[src/rtl/lm_sm_sequencer.sv]
// LM/SM micro-op sequencer: cracks a register bitmap into per-register uops.
// Optional LMSM_PERF_EN adds the perf_uops accepted-uop counter port.
module lm_sm_sequencer #(
  parameter int         ADDR_W    = 16,
  parameter int         ADDR_STEP = 1,
  parameter logic [3:0] OP_LM     = 4'b0110,
  parameter logic [3:0] OP_SM     = 4'b0111
) (
  input  logic              clk,
  input  logic              rst_n,
  input  logic              start,
  input  logic [3:0]        op,
  input  logic [7:0]        imm,
  input  logic [ADDR_W-1:0] base_addr,
  input  logic              flush,
  input  logic              uop_ready,
  output logic              stall_fetch,
  output logic              busy,
  output logic              uop_valid,
  output logic              uop_is_load,
  output logic [2:0]        uop_reg,
  output logic [ADDR_W-1:0] uop_addr,
  output logic              done
`ifdef LMSM_PERF_EN
  ,
  output logic [15:0]       perf_uops
`endif
);

  typedef enum logic [1:0] {
    IDLE,
    ISSUE,
    FINISH
  } state_t;

  state_t            state;
  state_t            state_nx;
  logic [7:0]        mask;
  logic [7:0]        mask_nx;
  logic [ADDR_W-1:0] addr;
  logic              is_load;
  logic              is_lmsm;
  logic              accept;
  logic              fire;
  logic              last;

  assign is_lmsm = (op == OP_LM) | (op == OP_SM);
  assign accept  = start & is_lmsm & (state == IDLE) & ~flush;
  assign fire    = uop_valid & uop_ready;
  // clear lowest set bit
  assign mask_nx = mask & (mask - 8'd1);
  assign last    = (mask_nx == 8'd0);

  always_ff @(posedge clk or negedge rst_n) begin
    if (!rst_n) state <= IDLE;
    else        state <= state_nx;
  end

  always_comb begin
    state_nx = state;
    unique case (state)
      IDLE: begin
        if (accept)
          state_nx = (imm != 8'd0) ? ISSUE : FINISH;
      end
      ISSUE: begin
        if (fire && last) state_nx = IDLE;
      end
      FINISH:  state_nx = IDLE;
      default: state_nx = IDLE;
    endcase
    if (flush) state_nx = IDLE;
  end

  always_ff @(posedge clk or negedge rst_n) begin
    if (!rst_n) begin
      mask    <= 8'd0;
      addr    <= '0;
      is_load <= 1'b0;
    end else if (flush) begin
      mask <= 8'd0;
    end else if (accept) begin
      mask    <= imm;
      addr    <= base_addr;
      is_load <= (op == OP_LM);
    end else if (fire) begin
      mask <= mask_nx;
      addr <= addr + ADDR_W'(ADDR_STEP);
    end
  end

  always_comb begin
    busy        = (state != IDLE);
    uop_valid   = (state == ISSUE);
    stall_fetch = accept | busy;
    uop_is_load = uop_valid & is_load;
    uop_addr    = uop_valid ? addr : '0;
    done        = ~flush & (((state == ISSUE) & uop_ready & last) |
                            (state == FINISH));
    uop_reg     = 3'd0;
    for (int i = 7; i >= 0; i--)
      if (mask[i]) uop_reg = 3'(i);
  end

`ifdef LMSM_PERF_EN
  always_ff @(posedge clk or negedge rst_n) begin
    if (!rst_n)
      perf_uops <= 16'd0;
    else if (fire && perf_uops != 16'hFFFF)
      perf_uops <= perf_uops + 16'd1;
  end
`endif

endmodule

[config.mk]
export PLATFORM = sky130hd
export DESIGN_NAME = lm_sm_sequencer
export DESIGN_NICKNAME = d
export VERILOG_FILES = /design/src/rtl/lm_sm_sequencer.sv
export SDC_FILE = /design/constraint.sdc
export NUM_CORES = 1
export LEC_CHECK = 0
export ABC_AREA = 1
export CAP_MARGIN = 20
export CORE_UTILIZATION = 47
export CTS_CLUSTER_DIAMETER = 40
export DETAILED_ROUTE_END_ITERATION = 8
export GPL_TIMING_DRIVEN = 1
export PLACE_DENSITY = 0.8
export SLEW_MARGIN = 30
export SYNTH_ARGS = -nofsm -noshare
export SYNTH_HDL_FRONTEND = slang
export SYNTH_SLANG_ARGS = --single-unit
[constraint.sdc]
create_clock -name clk -period 1.6 [get_ports clk]
set_input_delay 0.32 -clock clk [delete_from_list [all_inputs] [get_ports clk]]
set_output_delay 0.32 -clock clk [all_outputs]
set_load 0.05 [all_outputs]
==> results of run 1 <==
[cell families after synthesis]
logic type / after synthesis / synth area share, %
fa+ha+maj: 1 / 0.649
xor+xnor: 4 / 1.82
flops: 27 / 35.1
buf+inv: 51 / 11.7
compound gates: 42 / 12.5
simple gates: 173 / 38.2
[cell usage after synthesis, drive strengths merged]
| master | n |
|---|---|
| xor2 | 4 |
| nand3 | 17 |
| buf | 9 |
| o22ai | 3 |
| a31oi | 1 |
| nand2 | 93 |
| dfrtp | 27 |
| nand3b | 1 |
| o21ai | 25 |
| nand4 | 4 |
| o311ai | 1 |
| nor3 | 3 |
| nor2 | 50 |
| ha | 1 |
| nor4 | 2 |
| or2 | 3 |
| a21oi | 6 |
| o211ai | 6 |
| inv | 42 |
[per-stage QoR]
| stage | TNS [ps] | std cells |
|---|---|---|
| detailed placement | -5780 | 427 |
| floorplan | -1520 | 298 |
| CTS | -1510 | 442 |
| global placement | -4790 | 427 |
[what timing repair did]
action                                  4_1_cts
setup buffers                                 8
gates resized for setup                      72
hold buffers                                  0
endpoints found under the setup margin       30
gates cloned                                  3
pin swaps                                    16
==> reports/metrics.csv, run 1 <==
metric,value,unit
stop_stage,global routing,
placedInstanceArea,0.00305,mm2
run_status,aborted with a tool error,
die_w,66.0,um
port_buffers,56,
seq_area_frac_synth,35.1,%
synth_nets,332,
synth_area,0.00193,mm2
error_line,"[ERROR DPL-0038] Utilization greater than 100%, impossible to legalize",
postSynthCellCount,298,
synth_seq_cells,27,
cts-buffers-inserted,3,
synth_top_area_cell,dfrtp_1,
start_util,50.7,%
io_pins,57,
syn_area_per_cell,6.47,um2
rows,22,
yosysWarnings,0,
grt_max_degree,28,
dp_hpwl,4550,um
htreeDepth,1,
yosysTopAreaCellShare,35.1,%
dp_slack,-323,ps
gp_congestion,0.942,
numClockSinks,27,
die_y,66.0,um
synth_cell_types,30,
synth_top_cells_by_area,"dfrtp_1 35%, nand2_1 18%, nor2_1 8.8%",
clockBufferDepth,2,
clockRootBuffer,clkbuf_8,
crit_endpoint,done,
endpoint_type,primary output,
==> run 2: changes to the inputs <==
- CORE_UTILIZATION: 47 -> 40
- CTS_CLUSTER_DIAMETER: 40 -> not set
- PLACE_DENSITY: 0.8 -> not set
- PLACE_DENSITY_LB_ADDON: not set -> 0.15
==> run 2 against run 1 <==
  * Synthesized area is the same
  * The flow now finishes, with violations (DRC, setup timing)
  * Synthesized cell count is the same
==> reports/metrics.csv, run 2 <==
metric,value,unit,change
run_status,"complete, but fails checks",,
first_pass_iters,7,,
ir_drop,474,uV,
cp_num_buf_inv,3,,
cts-buffers-inserted,3,,unchanged
die_area,0.00510,mm2,
drc,6,,
synth_nets,332,,unchanged
slowest_delay,440,ps,
clock.fmax,487,MHz,
htreeDepth,1,,unchanged
yosysTopAreaCellShare,35.1,%,unchanged
clockRootBuffer,clkbuf_8,,
clockBufferDepth,2,,unchanged
cp-start-kind,flop,,
dr_total_vias,2668,,
postSynth.asyncResetShare,100,%,unchanged
dp_cells,427,,unchanged
utilization,86.6,%,
placedInstanceArea,0.00301,mm2,-1.2%
tns,-5320,ps,
fin_cells,458,,
io_pins,57,,unchanged
largest_reg_flops,16,,
max-slew-margin-rel,63.9,%,
rsz0062_at_grt,yes,,
layout_commonest_cell,nand2_1,,
cp.arrival,1740,ps,
crit_family,simple AND/OR/NAND/NOR gates,,
seq_area_frac_synth,35.1,%,unchanged
die_y,71.4,um,+8.1%
finalMaxSlewViolations,0,,
grt_max_degree,28,,
worst-r2r-cell-count,9,,
routed_via_density,5.83,,
finClkSkew,5.88,ps,
numClockSinks,27,,unchanged
die_w,71.4,um,+8.1%
worst_slack,-455,ps,
drt_iter0_drc,316,,
yosysWarnings,0,,unchanged
setup.worst_path.end_class,primary output,,
core,0.00450,mm2,
hold_viol,0,,
worstSetupPathDepth,9,,
dp_slack,-336,ps,-12.8 ps
synth-edff-count,0,,unchanged
drive_gt1_share,45.8,%,
wl,8360,um,
grt_first_pass_wirelength,10500,um,
final_cell_mix,"61 x nand2_1, 30 x inv_1, 29 x clkdlybuf4s50_1",,
nets,441,,
drv_cap,0,,
grt_pass1_vias,2312,,
violations,"DRC, setup timing",,
synth_seq_cells,27,,unchanged
postSynthCellCount,298,,unchanged
grt_usage,26.0,%,
gp_congestion,0.876,,-7.0%
setup_viol,42,,
fin_area,0.00390,mm2,
synth_common_cells,"90 x nand2_1, 45 x nor2_1, 40 x inv_1",,
post_drt_wl_per_cell,18.3,um,
dp_hpwl,4150,um,-8.9%
largestRegisters,"addr x16, mask x8, state x2",,
fin_crit_sh,128,%,
antenna_found_initial,0,,
overflow,0,,
regMostFlops,addr,,
hp-class,input port to asynchronous set/reset pin,,
rows,24,,+9.1%
worstMarginPinSlew,537,ps,
synth_most_common_cell,nand2_1,,
synth_cell_types,30,,unchanged
cts.clk_slew.worst_paths,110,ps,
detail-route-antenna-nets,0,,
critPathKind,flop to primary output,,
n_antenna_cell,0,,
min_period,2060,ps,
required,1280,ps,
critPathMaxFanout,3,,
synth_top_cells_by_area,"dfrtp_1 35%, nand2_1 18%, nor2_1 8.8%",,
power_density,655,mW/mm2,
critical-path-slowest-cell,dfrtp_1,,
clk_latency,290,ps,
cts_tree,built,,
fin_hold_ws,415,ps,
leakagePower,1.72,nW,
synth_top_area_cell,dfrtp_1,,
syn2layout_area_growth,102,%,
crit_chain,nor2_4 -> buf_6 -> nand3_2 -> nand2_2 -> inv_2 -> nor2_4 -> nand3_2 -> a21oi_4 -> buf_12,,
synth_area,0.00193,mm2,unchanged
finalPower,2.56,mW,
start_util,42.8,%,-7.9 points
port_buffers,56,,unchanged
syn_area_per_cell,6.47,um2,unchanged
synth_ff_type,dfrtp_1,,
## run 2: cell counts after synthesis
No cell type changed its count.
## run 2: logic make-up (layout without fill, tap and decap cells)
group                      after synthesis  in the layout  synth area share, %
adders and majority gates                1              1                0.649
xor gates and xnor gates                 4              4                 1.82
and+or+nand+nor                        173            173                 38.2
buffers and inverters                   51            159                 11.7
AOI/OAI and AO/OA                       42             42                 12.5
DFF                                     27             27                 35.1
## run 2: worst reg2reg max path, cell delays in order, from the launching register on
cell     delay, ps
dfrtp_2        460
buf_6          140
nor2_4         130
inv_4           50
nor2_4         110
nand2_2         80
buf_12         160
buf_12         140
o21ai_0        350
o21ai_1        160
## run 2: report_power, final
group          switching (mW)  internal [mW]  total [mW]
Clock                   0.245          0.178       0.423
Sequential              0.196          0.815        1.01
Combinational           0.651          0.472        1.12
Total                    1.09           1.46        2.56
## run 2: worst paths after layout
kind	start	to	slack [ps]
min in group clk	is_load	is_load	530
worst min-delay path	rst_n	addr[4]	420
max in group asynchronous	rst_n	state[0]	880
worst min register to register	is_load	is_load	530
worst max register to register	state[0]	addr[11]	-300
worst max-delay path	mask[2]	done	-460
## run 2: final cells by class
| class | count | area, um2 |
|---|---|---|
| timing repair buffer | 113 | 1460 |
| sequential | 27 | 677 |
| clock buffer | 3 | 41.3 |
| tap | 52 | 65.1 |
| clock inverter | 1 | 7.51 |
| multi-input combinational | 220 | 1470 |
| fill | 205 | 603 |
| inverter | 42 | 179 |
## run 2: routing by layer
layer	GRT usage, %	up-vias	routed length, um
li1	-	1168	-
met1	32.1	1259	3010
met2	46.2	192	4170
met3	4.92	49	780
met4	7.56	0	402
met5	0	-	0
## run 2: timing repair
item	4_1_cts	5_1_grt
setup endpoints to repair	23	46
resized for setup	77	88
hold buffers	0	0
cloned	1	5
setup buffers	11	12
pin swaps	17	33
Note: power is estimated with default switching activity, not from simulation.
